<file path="config.mk">
export PLATFORM = sky130hd
export DESIGN_NAME = eth_tx_arb_flat
export DESIGN_NICKNAME = d
export VERILOG_FILES = /design/src/rtl/eth_tx_arb_if.sv /design/src/rtl/eth_tx_arb.sv /design/src/flat_wrapper.sv
export SDC_FILE = /design/constraint.sdc
export NUM_CORES = 1
export LEC_CHECK = 0
export BUFFER_PORTS_ARGS = -buffer_cell sky130_fd_sc_hd__buf_2
export CAP_MARGIN = 20
export CORE_ASPECT_RATIO = 0.9
export CORE_UTILIZATION = 54
export CTS_CLUSTER_DIAMETER = 60
export DETAILED_ROUTE_END_ITERATION = 8
export PLACE_DENSITY = 0.77
export SYNTH_ARGS = -nofsm -noshare
export SYNTH_HDL_FRONTEND = slang
export SYNTH_SLANG_ARGS = --single-unit
</file>
<file path="constraint.sdc">
create_clock -name Clk -period 4.7 [get_ports Clk]
set_clock_uncertainty 0.2 [all_clocks]
set_input_delay 0 -clock Clk [delete_from_list [all_inputs] [get_ports Clk]]
set_output_delay 0 -clock Clk [all_outputs]
set_load 0.05 [all_outputs]
</file>
<file path="src/rtl/eth_tx_arb_if.sv">
// Two source byte streams plus the transmit-block write port driven by eth_tx_arb.
interface eth_tx_arb_if;
  logic [7:0] S0_Byte;
  logic       S0_Valid;
  logic       S0_Last;
  logic       S0_Ready;
  logic [7:0] S1_Byte;
  logic       S1_Valid;
  logic       S1_Last;
  logic       S1_Ready;
  logic [9:0] Eth_Byte;
  logic       Eth_Byte_Valid;

  modport master (
    output S0_Byte, S0_Valid, S0_Last, S1_Byte, S1_Valid, S1_Last,
    input  S0_Ready, S1_Ready, Eth_Byte, Eth_Byte_Valid
  );

  modport slave (
    input  S0_Byte, S0_Valid, S0_Last, S1_Byte, S1_Valid, S1_Last,
    output S0_Ready, S1_Ready, Eth_Byte, Eth_Byte_Valid
  );
endinterface

</file>
<file path="src/rtl/eth_tx_arb.sv">
// Round-robin whole-frame arbiter/pacer for the RMII transmit byte port; 2-cycle Valid-to-output latency.
// Sources are held off (Ready low) outside a granted frame and while the line drains the previous one.
module eth_tx_arb #(
  parameter int pBYTE_CYCLES    = 4,
  parameter int pOVERHEAD_BYTES = 38,
  parameter int pMIN_PAYLOAD    = 46,
  parameter int pMAX_PAYLOAD    = 1500
) (
  input  logic         Clk,
  input  logic         Rst_n,
  eth_tx_arb_if.slave  bus,
  output logic [1:0]   Grant,
  output logic         Busy,
  output logic         Underrun_Err,
  output logic         Trunc_Err
);

  typedef enum logic [1:0] {IDLE, XFER, DRAIN, GAP} state_t;

  typedef struct packed {
    logic       sop;
    logic       eop;
    logic [7:0] dat;
  } ethWord_t;

  state_t      state;
  logic        rrPtr;
  logic [10:0] len;
  logic [15:0] gapCnt;
  ethWord_t    ethWord;

  logic        grValid;
  logic        grLast;
  logic [7:0]  grByte;
  logic [10:0] lenNext;
  logic        atMax;
  logic [15:0] gapLoad;

  // Line time of a frame with n payload bytes, minus the n cycles already spent writing it.
  function automatic logic [15:0] lineCycles(input logic [10:0] n);
    logic [15:0] n16;
    logic [15:0] padded;
    n16    = {5'd0, n};
    padded = (n16 < 16'(pMIN_PAYLOAD)) ? 16'(pMIN_PAYLOAD) : n16;
    return (padded + 16'(pOVERHEAD_BYTES)) * 16'(pBYTE_CYCLES) - n16;
  endfunction

  always_comb begin
    grValid = Grant[1] ? bus.S1_Valid : bus.S0_Valid;
    grLast  = Grant[1] ? bus.S1_Last  : bus.S0_Last;
    grByte  = Grant[1] ? bus.S1_Byte  : bus.S0_Byte;
    lenNext = len + 11'd1;
    atMax   = (lenNext == 11'(pMAX_PAYLOAD));
    gapLoad = lineCycles((state == XFER) ? lenNext : len);
  end

  assign bus.S0_Ready   = Grant[0] & ((state == XFER) | (state == DRAIN));
  assign bus.S1_Ready   = Grant[1] & ((state == XFER) | (state == DRAIN));
  assign bus.Eth_Byte   = ethWord;
  assign Busy           = (state != IDLE);

  always_ff @(posedge Clk or negedge Rst_n) begin
    if (!Rst_n) begin
      state              <= IDLE;
      Grant              <= 2'b00;
      rrPtr              <= 1'b0;
      len                <= '0;
      gapCnt             <= '0;
      ethWord            <= '0;
      bus.Eth_Byte_Valid <= 1'b0;
      Underrun_Err       <= 1'b0;
      Trunc_Err          <= 1'b0;
    end else begin
      bus.Eth_Byte_Valid <= 1'b0;
      Underrun_Err       <= 1'b0;
      Trunc_Err          <= 1'b0;
      case (state)
        IDLE: begin
          if (bus.S0_Valid | bus.S1_Valid) begin
            state <= XFER;
            len   <= '0;
            if (bus.S0_Valid & bus.S1_Valid) Grant <= rrPtr ? 2'b10 : 2'b01;
            else                             Grant <= bus.S1_Valid ? 2'b10 : 2'b01;
          end
        end
        XFER: begin
          len                <= lenNext;
          bus.Eth_Byte_Valid <= 1'b1;
          if (grValid) begin
            ethWord <= '{sop: (len == '0), eop: (grLast | atMax), dat: grByte};
            if (grLast) begin
              state  <= GAP;
              gapCnt <= gapLoad;
              Grant  <= 2'b00;
              rrPtr  <= ~rrPtr;
            end else if (atMax) begin
              Trunc_Err <= 1'b1;
              state     <= DRAIN;
            end
          end else begin
            // A stall mid-frame would break the FIFO's back-to-back rule: abort the frame here.
            ethWord      <= '{sop: (len == '0), eop: 1'b1, dat: 8'h00};
            Underrun_Err <= 1'b1;
            state        <= DRAIN;
          end
        end
        DRAIN: begin
          if (grValid & grLast) begin
            state  <= GAP;
            gapCnt <= gapLoad;
            Grant  <= 2'b00;
            rrPtr  <= ~rrPtr;
          end
        end
        GAP: begin
          if (gapCnt == '0) state  <= IDLE;
          else              gapCnt <= gapCnt - 16'd1;
        end
        default: state <= IDLE;
      endcase
    end
  end

endmodule

</file>
<file path="src/flat_wrapper.sv">
// flat-port wrapper written by rule: the top's interface ports become plain ports
module eth_tx_arb_flat 
#(
  parameter int pBYTE_CYCLES    = 4,
  parameter int pOVERHEAD_BYTES = 38,
  parameter int pMIN_PAYLOAD    = 46,
  parameter int pMAX_PAYLOAD    = 1500
)
  (Clk, Rst_n, Grant, Busy, Underrun_Err, Trunc_Err, bus_S0_Byte, bus_S0_Valid, bus_S0_Last, bus_S1_Byte, bus_S1_Valid, bus_S1_Last, bus_S0_Ready, bus_S1_Ready, bus_Eth_Byte, bus_Eth_Byte_Valid);
  eth_tx_arb_if bus_i ();
  input  logic Clk;
  input  logic Rst_n;
  output logic [1:0] Grant;
  output logic Busy;
  output logic Underrun_Err;
  output logic Trunc_Err;
  input wire logic [$bits(bus_i.S0_Byte)-1:0] bus_S0_Byte;
  input wire logic [$bits(bus_i.S0_Valid)-1:0] bus_S0_Valid;
  input wire logic [$bits(bus_i.S0_Last)-1:0] bus_S0_Last;
  input wire logic [$bits(bus_i.S1_Byte)-1:0] bus_S1_Byte;
  input wire logic [$bits(bus_i.S1_Valid)-1:0] bus_S1_Valid;
  input wire logic [$bits(bus_i.S1_Last)-1:0] bus_S1_Last;
  output wire logic [$bits(bus_i.S0_Ready)-1:0] bus_S0_Ready;
  output wire logic [$bits(bus_i.S1_Ready)-1:0] bus_S1_Ready;
  output wire logic [$bits(bus_i.Eth_Byte)-1:0] bus_Eth_Byte;
  output wire logic [$bits(bus_i.Eth_Byte_Valid)-1:0] bus_Eth_Byte_Valid;
  assign bus_i.S0_Byte = bus_S0_Byte;
  assign bus_i.S0_Valid = bus_S0_Valid;
  assign bus_i.S0_Last = bus_S0_Last;
  assign bus_i.S1_Byte = bus_S1_Byte;
  assign bus_i.S1_Valid = bus_S1_Valid;
  assign bus_i.S1_Last = bus_S1_Last;
  assign bus_S0_Ready = bus_i.S0_Ready;
  assign bus_S1_Ready = bus_i.S1_Ready;
  assign bus_Eth_Byte = bus_i.Eth_Byte;
  assign bus_Eth_Byte_Valid = bus_i.Eth_Byte_Valid;
  eth_tx_arb #(.pBYTE_CYCLES(pBYTE_CYCLES), .pOVERHEAD_BYTES(pOVERHEAD_BYTES), .pMIN_PAYLOAD(pMIN_PAYLOAD), .pMAX_PAYLOAD(pMAX_PAYLOAD)) u_core (.Clk(Clk), .Rst_n(Rst_n), .bus(bus_i), .Grant(Grant), .Busy(Busy), .Underrun_Err(Underrun_Err), .Trunc_Err(Trunc_Err));
endmodule
</file>
* Word-level counts from Yosys, hierarchy flattened
Index checks and enable logic that the tools add are counted.
Storage, ports and cells: register bits after elaboration 45, input bits 22, output and inout bits 18, word-level logic and storage cells 87
Operators by class: $add $sub $neg 4, $lt $le $gt $ge 1, eq/ne operators 11, mux-type cells 39, bitwise logic cells 8, reduce and logical (&&, ||, !) cells 13
Operators with widths (number):
- 2-to-1 mux 16 bit | 4
- one-hot mux 16 bit (3 select lines) | 1
- 2-to-1 mux 11 bit | 3
- 2-to-1 mux 2 bit | 13
- one-hot mux 11 bit (2 select lines) | 1
- logical NOT 16 bit | 1
- subtractor 16 x 1 -> 16 bit (second input constant) | 1
- subtractor 16 x 11 -> 16 bit | 1
- adder 14 x 6 -> 14 bit (second input constant) | 1
- 2-to-1 mux 1 bit | 12
- adder 11 x 1 -> 11 bit (second input constant) | 1
- equality test 11 bit (second input constant) | 1
- logical NOT 11 bit | 1
- < comparator 11 x 6 -> 1 bit (second input constant) | 1
- AND reduction 5 bit | 2
- 2-to-1 mux 9 bit | 1
- 2-to-1 mux 8 bit | 1
- != test 2 x 1 -> 1 bit (second input constant) | 4
- one-hot mux 2 bit (4 select lines) | 1
- AND reduction 4 bit | 2
- one-hot mux 2 bit (3 select lines) | 1
- nonzero test 2 bit | 3
- nonzero test 3 bit | 2
- AND 1 bit | 4
- other kinds (9) | 13

* Depth between registers and ports, before layout
depth in word-level cells 9, mapped depth 22, depth with buffers taken out 22

* Least setup slack after synthesis
OpenSTA, ideal clock, no wires.
kind register -> register, from register u_core.state[1], to register u_core.gapCnt[10], arrival time 4083 ps, required time 4413 ps, setup slack 331 ps, cell stages (with the launch flop) 21, buffers on the path 0, period minus slack after synthesis 4369 ps, path through dfrtp_1 inv_1 ha_1 and4_1 nand3_1 xor2_1 nand3_1 nor2_1 nor2b_1 ha_1 o311a_1 nand2_1 o41ai_1 ha_1 nor3_1 o2111ai_1 and3_1 o21a_1 o21a_1 or3_1 o211ai_1
On the way: longest elaborated chain between the ends 9, elaborated cells on any way between the ends 18
Ends and longest elaborated chain:
- from (decl) | line eth_tx_arb.sv:26 | state_t state;
- from (signal assigned) | line eth_tx_arb.sv:64 | state <= IDLE;
- from (signal assigned) | line eth_tx_arb.sv:80 | state <= XFER;
- from (signal assigned) | line eth_tx_arb.sv:92 | state <= GAP;
- equality test 2 x 1 -> 1 bit | line eth_tx_arb.sv:54, eth_tx_arb.sv:77
- 2-to-1 mux 11 bit | line eth_tx_arb.sv:54 | gapLoad = lineCycles((state == XFER) ? lenNext : len);
- < comparator 11 x 6 -> 1 bit | line eth_tx_arb.sv:44 | padded = (n16 < 16'(pMIN_PAYLOAD)) ? 16'(pMIN_PAYLOAD) : n16;
- 2-to-1 mux 11 bit | line eth_tx_arb.sv:44
- adder 14 x 6 -> 14 bit | line eth_tx_arb.sv:45 | return (padded + 16'(pOVERHEAD_BYTES)) * 16'(pBYTE_CYCLES) - n16;
- subtractor 16 x 11 -> 16 bit | line eth_tx_arb.sv:45
- 2-to-1 mux 16 bit | line eth_tx_arb.sv:91 | if (grLast) begin
- 2-to-1 mux 16 bit | line eth_tx_arb.sv:89 | if (grValid) begin
- one-hot mux 16 bit (3 select lines) | line eth_tx_arb.sv:77 | case (state)
- to (signal assigned) | line eth_tx_arb.sv:93 | gapCnt <= gapLoad;
- to (signal assigned) | line eth_tx_arb.sv:110 | gapCnt <= gapLoad;
- to (signal assigned) | line eth_tx_arb.sv:117 | else gapCnt <= gapCnt - 16'd1;
- to (decl) | line eth_tx_arb.sv:29 | logic [15:0] gapCnt;
Parallel ways exist; a longest one is shown, timed or not. The select of a mux whose other input is x is not followed. A chain may end at the register's enable or synchronous reset.

* Final worst setup path
from register u_core.len[2], to register u_core.gapCnt[10]
On the way: longest elaborated chain between the ends 9, elaborated cells on any way between the ends 10
Ends and longest elaborated chain:
- from (decl) | line eth_tx_arb.sv:28 | logic [10:0] len;
- from (signal assigned) | line eth_tx_arb.sv:87 | len <= lenNext;
- adder 11 x 1 -> 11 bit | line eth_tx_arb.sv:52 | lenNext = len + 11'd1;
- 2-to-1 mux 11 bit (*) | line eth_tx_arb.sv:54
- < comparator 11 x 6 -> 1 bit | line eth_tx_arb.sv:44
- 2-to-1 mux 11 bit | line eth_tx_arb.sv:44
- adder 14 x 6 -> 14 bit | line eth_tx_arb.sv:45
- subtractor 16 x 11 -> 16 bit (*) | line eth_tx_arb.sv:45
- 2-to-1 mux 16 bit | line eth_tx_arb.sv:91
- 2-to-1 mux 16 bit | line eth_tx_arb.sv:89
- one-hot mux 16 bit (3 select lines) (*) | line eth_tx_arb.sv:77
Every way passes the cells marked *; elsewhere a longest branch is shown, timed or not. The select of a mux whose other input is x is not followed.

==> impl_metrics.csv <==
group,metric,value,unit
setup_path,critical_path_class,"flop to flop",
setup_path,slowest_delay,0.56,ns
logic_synthesis,yosys-top-cells-area,"dfrtp_1 (31%), ha_1 (7.2%), nand2_1 (4.7%)",
logic_synthesis,synth_top_area_share,30.85,%
layout,final_nets,555,
logic_synthesis,async_reset_ff_share,100.0,%
routing,drt-total-wl,9.687,mm
setup_path,cp.arrival,4.61,ns
layout,fin_cells,603,
global_routing,track_usage,27.06,%
setup_path,startpoint_type,"flop",
pwr,p_leak,1.847,nW
global_routing,antenna_found_initial,0,
worst_hold_path,min_to,"u_core.rrPtr",
routing,post_drt_via_cell_ratio,6.008,
setup_path,worstSetupStartpoint,"u_core.len[2]",
clocking,clockBufferDepth,2,
place,place_hpwl,6.173,mm
floorplan,coreArea,6551,sq um
clocking,clock_latency,0.32,ns
floorplan,initial_core_util,55.71,%
global_routing,grt_overflow,0,
worst_hold_path,min_path_cells,4,
setup_path,r2r_start,"u_core.len[2]",
logic_synthesis,synth_seq_cells,45,
setup_path,worst_ep_required_time,4.73,ns
clocking,cts_tree,"done",
logic_synthesis,avgSynthCellArea,8.183,sq um
layout,antennaDiodeCount,0,
pwr,p_per_area,504.9,nW/um^2
global_routing,grt_max_degree,46,
clocking,cts_buffers,5,
floorplan,die_y,79.99,um
logic_synthesis,seq_area_frac_synth,30.85,%
clocking,cts_root_buffer,"clkbuf_8",
timing,tightest_slew,0.7916,ns
worst_hold_path,hp-start,"bus_S1_Last",
global_routing,grt_pass1_wl,15.00,mm
layout,drive_gt1_share,19.88,%
logic_synthesis,yosysTopAreaCell,"dfrtp_1",
floorplan,die-area,7092,sq um
setup_path,cp_slowest_cell,"dfrtp_1",
setup_path,rrSetupSlack,0.12,ns
setup_path,critPathMostFrequentCell,"nand2_1",
setup_path,ff2ff_path_depth,19,
run,max-cap-violations,0,
routing,drc,0,
setup_path,timing.critical_path.cells,"nand2_1 > nor3_2 > nand2_1 > xor2_1 > nand3_2 > nor2_4 > nor2b_2 > ha_2 > o311a_4 > nand2_1 > o41ai_1 > ha_1 > nor3_1 > o2111ai_1 > and3_1 > o21a_1 > o21a_1 > or3_1 > o211ai_1",
floorplan,rows,28,
layout,fillers,506,
clocking,clk_pin_slew,0.11,ns
logic_synthesis,synth_fp_nets,489,
global_routing,grt_pass1_vias,3245,
logic_synthesis,ys_warn_count,0,
timing,post-route-min-period,4.583,ns
place,gp_congestion,0.8470,
worst_hold_path,hold_path_class,"primary input to flop",
setup_path,crit_family,"simple AND/OR/NAND/NOR gates",
pwr,ir_drop,221.7,uV
global_routing,busiest_layer,"met2",
floorplan,num_io_pins,40,
routing,drtIter0Drc,254,
routing,num_vias,3623,
clocking,htreeDepth,2,
setup_path,crit_fanout,11,
routing,drtPass1Iterations,5,
logic_synthesis,postSynthCellCount,446,
routing,wire_per_inst,16.06,um
timing,maxSlewHeadroom,47.22,%
timing,hold_viol_final,0,
setup_path,r2r-end,"u_core.gapCnt[10]",
floorplan,die_w,88.66,um
layout,layout_commonest_cell,"nand2_1",
global_routing,grt_use_met3,4.757,%
logic_synthesis,synth_cell_types,58,
setup_path,cp-end-kind,"flop",
place,dp.cells,568,
logic_synthesis,synth_edf_count,0,
timing,final_max_slew_viol_count,0,
logic_synthesis,ys.flop_type,"dfrtp_1",
timing,setup_violations,0,
layout,area_growth,20.40,%
setup_path,path_buf_inv,0,
timing,post-route-period-util,97.51,%
timing,whs,0.03722,ns
run_status,status,"completed",
clocking,clock-sinks,45,
global_routing,grtUsageMet2,44.23,%
layout,final_cell_mix,"nand2_1 (46), nor2_1 (42), dfrtp_1 (42), buf_2 (40), a21oi_1 (30)",
routing,postRouteAntennaNets,0,
global_routing,grt.met1_usage,35.53,%
logic_synthesis,syn-cell-area,3650,sq um
place,io_buffers,39,
timing,max_freq,0.2182,GHz
==> through the flow <==
step	cell area (sq um)	worst slack (ns)	TNS, ns	utilization, %	power [mW]
final	4394	0.1168	0	67.07	2.219
after CTS	4284	0.02481	0	65.39	2.159
after detailed placement	3955	-0.02511	-0.02598	60.37	1.842
after floorplan	3650	0.3309	0	-	1.564
after global placement	3955	0.2829	0	60.37	1.798
after global routing	4394	-0.05173	-0.1001	67.07	2.371
==> cell families after synthesis <==
group	synth area share, %
compound gates	20.57
xor+xnor	6.719
fa+ha+maj	7.199
buf+inv	5.417
flops	30.85
mux	6.445
simple gates	22.80
==> flip-flops by register name (all words and copies together), names as in the netlist <==
register / cells
u_core.Underrun_Err: 1
u_core.Grant: 2
u_core.rrPtr: 1
u_core.state: 2
u_core.bus.Eth_Byte_Valid: 1
u_core.gapCnt: 16
u_core.len: 11
u_core.Trunc_Err: 1
u_core.bus.Eth_Byte: 10
==> power by group <==
part           total, mW  switching (mW)  internal [mW]
clock              0.282           0.169          0.113
sequential         0.625           0.114          0.511
combinational       1.31           0.845          0.467
==> metal layers <==
layer,routed length [um],vias to the layer above
li1,-,1729
met1,4331,1735
met2,4627,143
met3,540,16
met4,189,0
met5,0,-
==> final cells by class <==
cell class	instances	area (sq um)	area share (%)
clock buffers	5	68.82	1.566
clock inverters	3	28.78	0.6549
inverters	18	67.56	1.538
multi-input cells	359	2390	54.38
flip-flops and latches	45	1130	25.71
well taps	90	112.6	2.563
repair buffers	83	596.8	13.58
==> worst max-delay path by stage <==
stage	to	slack, ns	cells past startpoint
floorplan	u_core.gapCnt[10]	0.33	20
global placement	u_core.gapCnt[10]	0.28	21
detailed placement	u_core.gapCnt[10]	-0.03	21
CTS	u_core.gapCnt[10]	0.02	21
global route	u_core.gapCnt[12]	-0.05	20
finish	u_core.gapCnt[10]	0.12	19
==> worst min-delay path: stages <==
cell and delay (ns):
buf_2 0.10, a32oi_1 0.16, nor2_1 0.17, xor2_1 0.09
==> cell usage after synthesis, drive strengths merged (10+ instances only) <==
cell type / number
o21ai: 32
nand3: 16
ha: 21
mux2i: 10
mux2: 12
xnor2: 17
clkbuf: 10
inv: 18
xor2: 11
nor2: 44
buf: 14
nor3: 18
nand2: 46
a21oi: 31
dfrtp: 45
==> what timing repair did <==
action / in CTS / in global routing
setup endpoints to repair: 3 / 5
setup buffers: 0 / 2
gates cloned: 0 / 0
pin swaps: 0 / 3
hold endpoints to repair: 59 / 9
hold buffers: 22 / 1
resized for setup: 5 / 14
Power figures use the tool's default switching activity.
